## config.mk

```make
export PLATFORM = sky130hd
export DESIGN_NAME = genotype_serial_evaluator
export DESIGN_NICKNAME = d
export VERILOG_FILES = /design/src/rtl/genotype_serial_evaluator.sv
export SDC_FILE = /design/constraint.sdc
export NUM_CORES = 1
export LEC_CHECK = 0
export CORE_ASPECT_RATIO = 0.8
export CORE_MARGIN = 5
export CORE_UTILIZATION = 28
export CTS_BUF_LIST = sky130_fd_sc_hd__clkbuf_4 sky130_fd_sc_hd__clkbuf_8
export DETAILED_ROUTE_END_ITERATION = 16
export PLACE_DENSITY = 0.61
export SLEW_MARGIN = 20
export SYNTH_ARGS = -nofsm -noshare
export SYNTH_HDL_FRONTEND = slang
export SYNTH_SLANG_ARGS = --single-unit
```

## constraint.sdc

```tcl
create_clock -name clk -period 5.7 [get_ports clk]
set_clock_uncertainty 0.2 [all_clocks]
set_input_delay 1.14 -clock clk [delete_from_list [all_inputs] [get_ports clk]]
set_output_delay 1.14 -clock clk [all_outputs]
set_load 0.05 [all_outputs]
```

## src/rtl/genotype_serial_evaluator.sv

```systemverilog
// genotype_serial_evaluator: serial chromosome loader plus exhaustive truth-table fitness sweep
module genotype_serial_evaluator #(
   parameter int IN = 4,
   parameter int OUT = 2,
   parameter int CHROM_W = 49,
   parameter int LOAD_W = 8,
   parameter int SETTLE = 1,
   localparam int FIT_W = $clog2(OUT * (2 ** IN) + 1)
) (
   input  logic                    clk,
   input  logic                    rst_n,
   input  logic                    load_valid,
   output logic                    load_ready,
   input  logic [LOAD_W-1:0]       load_data,
   input  logic                    start,
   input  logic [OUT*(2**IN)-1:0]  target,
   output logic [CHROM_W-1:0]      chrom,
   output logic [IN-1:0]           circ_in,
   input  logic [OUT-1:0]          circ_out,
   output logic                    busy,
   output logic                    done,
   output logic [FIT_W-1:0]        fitness
);
   localparam int NV = 2 ** IN;
   localparam int NWORDS = (CHROM_W + LOAD_W - 1) / LOAD_W;
   localparam int SH_W = NWORDS * LOAD_W;
   localparam int WC_W = $clog2(NWORDS + 1);
   localparam int SC_W = $clog2(SETTLE + 1);
   typedef enum logic [1:0] {IDLE, APPLY, SAMPLE, DONE} state_t;
   state_t state, state_nx;
   logic [CHROM_W-1:0] shadow;
   logic [WC_W-1:0] wcnt;
   logic [IN:0] vcnt;
   logic [SC_W-1:0] scnt;
   logic [FIT_W-1:0] acc, hits;
   logic [OUT-1:0] exp_bits;
   logic full, go, last, take;
   assign full = wcnt == WC_W'(NWORDS);
   assign load_ready = !full;
   assign take = load_valid && load_ready;
   assign go = start && full && state == IDLE;
   assign last = vcnt == (IN + 1)'(NV - 1);
   assign circ_in = vcnt[IN-1:0];
   assign busy = state == APPLY || state == SAMPLE;
   assign done = state == DONE;
   assign exp_bits = target[int'(vcnt[IN-1:0]) * OUT +: OUT];
   always_comb begin
      state_nx = state;
      case (state)
         IDLE:    state_nx = go ? APPLY : IDLE;
         APPLY:   state_nx = scnt == SC_W'(SETTLE - 1) ? SAMPLE : APPLY;
         SAMPLE:  state_nx = last ? DONE : APPLY;
         default: state_nx = IDLE;
      endcase
   end
   always_comb begin
      hits = '0;
      for (int i = 0; i < OUT; i++) hits = hits + FIT_W'(circ_out[i] == exp_bits[i]);
   end
   always_ff @(posedge clk) begin
      if (!rst_n) begin
         state <= IDLE;
         wcnt <= '0;
         vcnt <= '0;
         scnt <= '0;
         acc <= '0;
         fitness <= '0;
         chrom <= '0;
      end else begin
         state <= state_nx;
         if (go) begin
            chrom <= shadow;
            wcnt <= '0;
            acc <= '0;
            vcnt <= '0;
            scnt <= '0;
         end else if (take) begin
            wcnt <= wcnt + WC_W'(1);
         end
         if (state == APPLY) scnt <= state_nx == SAMPLE ? '0 : scnt + SC_W'(1);
         if (state == SAMPLE) begin
            acc <= acc + hits;
            if (last) fitness <= acc + hits;
            else vcnt <= vcnt + (IN + 1)'(1);
         end
      end
   end
   // shadow needs no reset; bits of the last word past CHROM_W fall off the truncating casts
   always_ff @(posedge clk)
      if (take)
         shadow <= (shadow & ~CHROM_W'(SH_W'({LOAD_W{1'b1}}) << (int'(wcnt) * LOAD_W)))
                 | CHROM_W'(SH_W'(load_data) << (int'(wcnt) * LOAD_W));
endmodule
```

==> results.py <==
metrics = {
    "place": {
        "placed_area_um2": 6366,
        "dpl.hpwl_um": 9469,
        "gp_congestion": 0.7722,
        "portBuffers": 107,
    },
    "global_route": {
        "grt_max_degree": 65,
        "grt_util_all_layers": 0.1261,
        "grt_overflow": 0,
        "antenna_found_initial": 0,
        "grt_pass1_vias": 3998,
        "grt_pass1_wl_um": 21120,
    },
    "drt": {
        "met2_length_um": 6243,
        "first_iter_violations": 300,
        "drc_errors": 0,
        "routedWlPerCell_um": 16.16,
        "routed_wl_um": 13450,
        "drt_pass1_iterations": 6,
        "via_per_inst": 4.867,
        "wl_met3_um": 768,
        "topRoutingLayerUsed": "met4",
        "wl_met1_um": 6270,
        "num_vias": 4049,
        "antenna_left": 0,
    },
    "worst_setup_path": {
        "crit_top_cell": "xor2_1",
        "worst_path_max_delay_cell": "mux4_1",
        "critical_path_required_ns": 5.81,
        "end_kind": "register",
        "arrival_ns": 3.98,
        "start_kind": "input port",
        "cpPeakStageDelay_ns": 0.50,
        "worstPathMaxFanout": 4,
        "critPathKind": "input port to register",
        "cp_cell_sequence": "clkdlybuf4s50_1, mux4_1, mux4_2, xor2_1, fa_1, inv_1, ha_1, nand3_1, xor2_1, o21ai_0, and2_1",
    },
    "sta": {
        "fin_crit_sh": 0.6791,
        "tns_ns": 0,
        "period_needed_ns": 3.871,
        "setup_viol": 0,
        "worst_pin_slew_ns": 0.9229,
        "rsz0062_at_grt": "no",
        "whs_ns": 0.2566,
        "fmax_mhz": 258.3,
        "max_slew_margin": 0.3800,
        "hold_viol_final": 0,
        "maxSlewViolCount": 0,
    },
    "cts": {
        "cts_setup_buffers": 0,
        "clkLatencyLatePin_ns": 0.42,
        "h-tree-depth": 4,
        "cts_buffer_depth": 2,
        "cts_resized": 0,
        "cts_tree": "built",
        "hold_buffers": 0,
        "cts.clk_slew.worst_paths_ns": 0.07,
        "cts_root_buf": "clkbuf_8",
        "cts_made_buffers": 17,
        "clock_sinks": 121,
    },
    "pwr": {
        "peakVddDrop_mv": 0.1404,
        "report.power.total_mw": 1.847,
        "power.leakage_nw": 2.374,
        "p_per_area_nw_per_um2": 273.5,
    },
    "synthesis": {
        "synth_nets": 548,
        "yosysUniqueCellTypes": 44,
        "synth-edff-count": 49,
        "syn_inst": 489,
        "seq_area_frac_synth": 0.5699,
        "ys_warn_count": 0,
        "synthArstFlopShare": 0,
        "syn-cell-area_um2": 5111,
        "ys_dominant_reg_cell": "dfxtp_1",
        "ys_seq_elements": 121,
        "avgSynthCellArea_um2": 10.45,
    },
    "final_layout": {
        "drive_gt1_frac": 0.07475,
        "fillCellCount": 1820,
        "areaGrowthSynthToFinish_pct": 32.09,
        "fin_area_um2": 6751,
        "diodes": 0,
        "fin_nets": 648,
    },
    "floorplan": {
        "die_area_um2": 21070,
        "die_h_um": 130.8,
        "die_w_um": 161.1,
        "row_count": 44,
        "initial_core_util": 0.2831,
        "io_pins": 108,
        "core_area_um2": 18060,
    },
    "status": {
        "status": "completed",
    },
    "flow_run": {
        "drv_cap": 0,
    },
    "min_path": {
        "hp-class": "register to register",
    },
}
final cells by class:
type	count	area, um^2	area share
clock buffers	29	361.6	0.05356
clock inverters	3	15.01	0.002224
inverters	19	72.57	0.01075
multi-input cells	321	2016	0.2986
flip-flops and latches	121	2913	0.4314
well taps	230	287.8	0.04262
repair buffers	109	1086	0.1609
synth_stat cells, types with 2 or more instances:
| cell type | count | area (um^2) |
|---|---|---|
| o21ai_0 | 14 | 70.07 |
| xnor2_1 | 3 | 26.28 |
| nor2_1 | 14 | 52.55 |
| and2_1 | 2 | 12.51 |
| nand3_1 | 9 | 45.04 |
| a21oi_1 | 60 | 300.3 |
| clkbuf_1 | 18 | 67.56 |
| a22o_1 | 40 | 350.3 |
| a211oi_1 | 6 | 45.04 |
| buf_4 | 4 | 30.03 |
| ha_1 | 12 | 150.1 |
| xor2_1 | 4 | 35.03 |
| dfxtp_1 | 72 | 1441 |
| nand2_1 | 118 | 442.9 |
| inv_1 | 17 | 63.81 |
| mux4_1 | 5 | 131.4 |
| mux4_2 | 5 | 112.6 |
| buf_2 | 3 | 15.01 |
| edfxtp_1 | 49 | 1471 |
| nand3b_1 | 2 | 15.01 |
| a31oi_1 | 2 | 12.51 |
| buf_1 | 2 | 7.510 |
| nor3_1 | 7 | 35.03 |
kinds of logic after synthesis:
| group | count (synthesis) | share of synthesized area |
|---|---|---|
| flip-flops | 121 | 0.5699 |
| multiplexers | 12 | 0.05190 |
| XOR/XNOR | 7 | 0.01200 |
| AND/OR/NAND/NOR | 160 | 0.1295 |
| buffers and inverters | 47 | 0.03965 |
| adder cells (fa/ha/maj) | 13 | 0.03329 |
| AO/OA/AOI/OAI | 129 | 0.1638 |
stage by stage:
stage / cells / utilization / setup WS, ns
6_report: 832 / 0.3739 / 1.829
5_1_grt: 832 / 0.3739 / 1.725
4_1_cts: 832 / 0.3734 / 1.843
3_5_place_dp: 800 / 0.3526 / 1.388
3_3_place_gp: 800 / 0.3526 / 1.459
2_1_floorplan: 489 / - / 2.009
power breakdown:
part	leakage, nW	internal [mW]	switching (mW)	total, mW
sequential	1.06	0.952	0.0267	0.979
clock	0.205	0.399	0.320	0.718
combinational	1.11	0.0757	0.0739	0.150
total	2.37	1.43	0.420	1.85
layer usage:
layer / global-route usage / up-vias
met3: 0.03669 / 10
met2: 0.1982 / 123
met1: 0.1718 / 1975
met5: 0 / -
met4: 0.03460 / 0
li1: - / 1941
placed cells by master, fill, tap and decap left out, drive strengths merged, types with 2 or more instances in the layout:
| cell type | synthesis | routed |
|---|---|---|
| clkdlybuf4s50 | 0 | 107 |
| nand3b | 2 | 2 |
| a21oi | 60 | 60 |
| nand3 | 9 | 9 |
| mux4 | 10 | 10 |
| buf | 10 | 2 |
| clkbuf | 18 | 29 |
| and2 | 2 | 2 |
| xor2 | 4 | 4 |
| dfxtp | 72 | 72 |
| inv | 18 | 17 |
| a22o | 40 | 40 |
| nor3 | 7 | 7 |
| a31oi | 2 | 2 |
| clkinv | 1 | 5 |
| o21ai | 14 | 14 |
| xnor2 | 3 | 3 |
| ha | 12 | 12 |
| nor2 | 14 | 14 |
| edfxtp | 49 | 49 |
| nand2 | 118 | 118 |
| a211oi | 6 | 6 |
path summary, 6_finish.rpt:
kind | startpoint | endpoint | slack, ns | cells after the start
min reg2reg | chrom[2] | chrom[2] | 0.26 | 2
min | chrom[2] | chrom[2] | 0.26 | 2
max | target[16] | acc[4] | 1.83 | 11
max reg2reg | vcnt[2] | acc[4] | 2.12 | 10
state kept, by name (all words and copies together), names as in the netlist:
register and cells:
shadow 49, vcnt 5, state 2, fitness 6
acc 6, chrom 49, wcnt 3, scnt 1
worst max-delay path, delay by kind of cell:
kind,cells,cell delay [ns]
AO/OA/AOI/OAI,1,0.09
XOR/XNOR,2,0.36
adder cells (fa/ha/maj),2,0.66
buffers and inverters,2,0.48
multiplexers,2,0.99
AND/OR/NAND/NOR,2,0.27
Note: power is estimated with default switching activity, not from simulation.
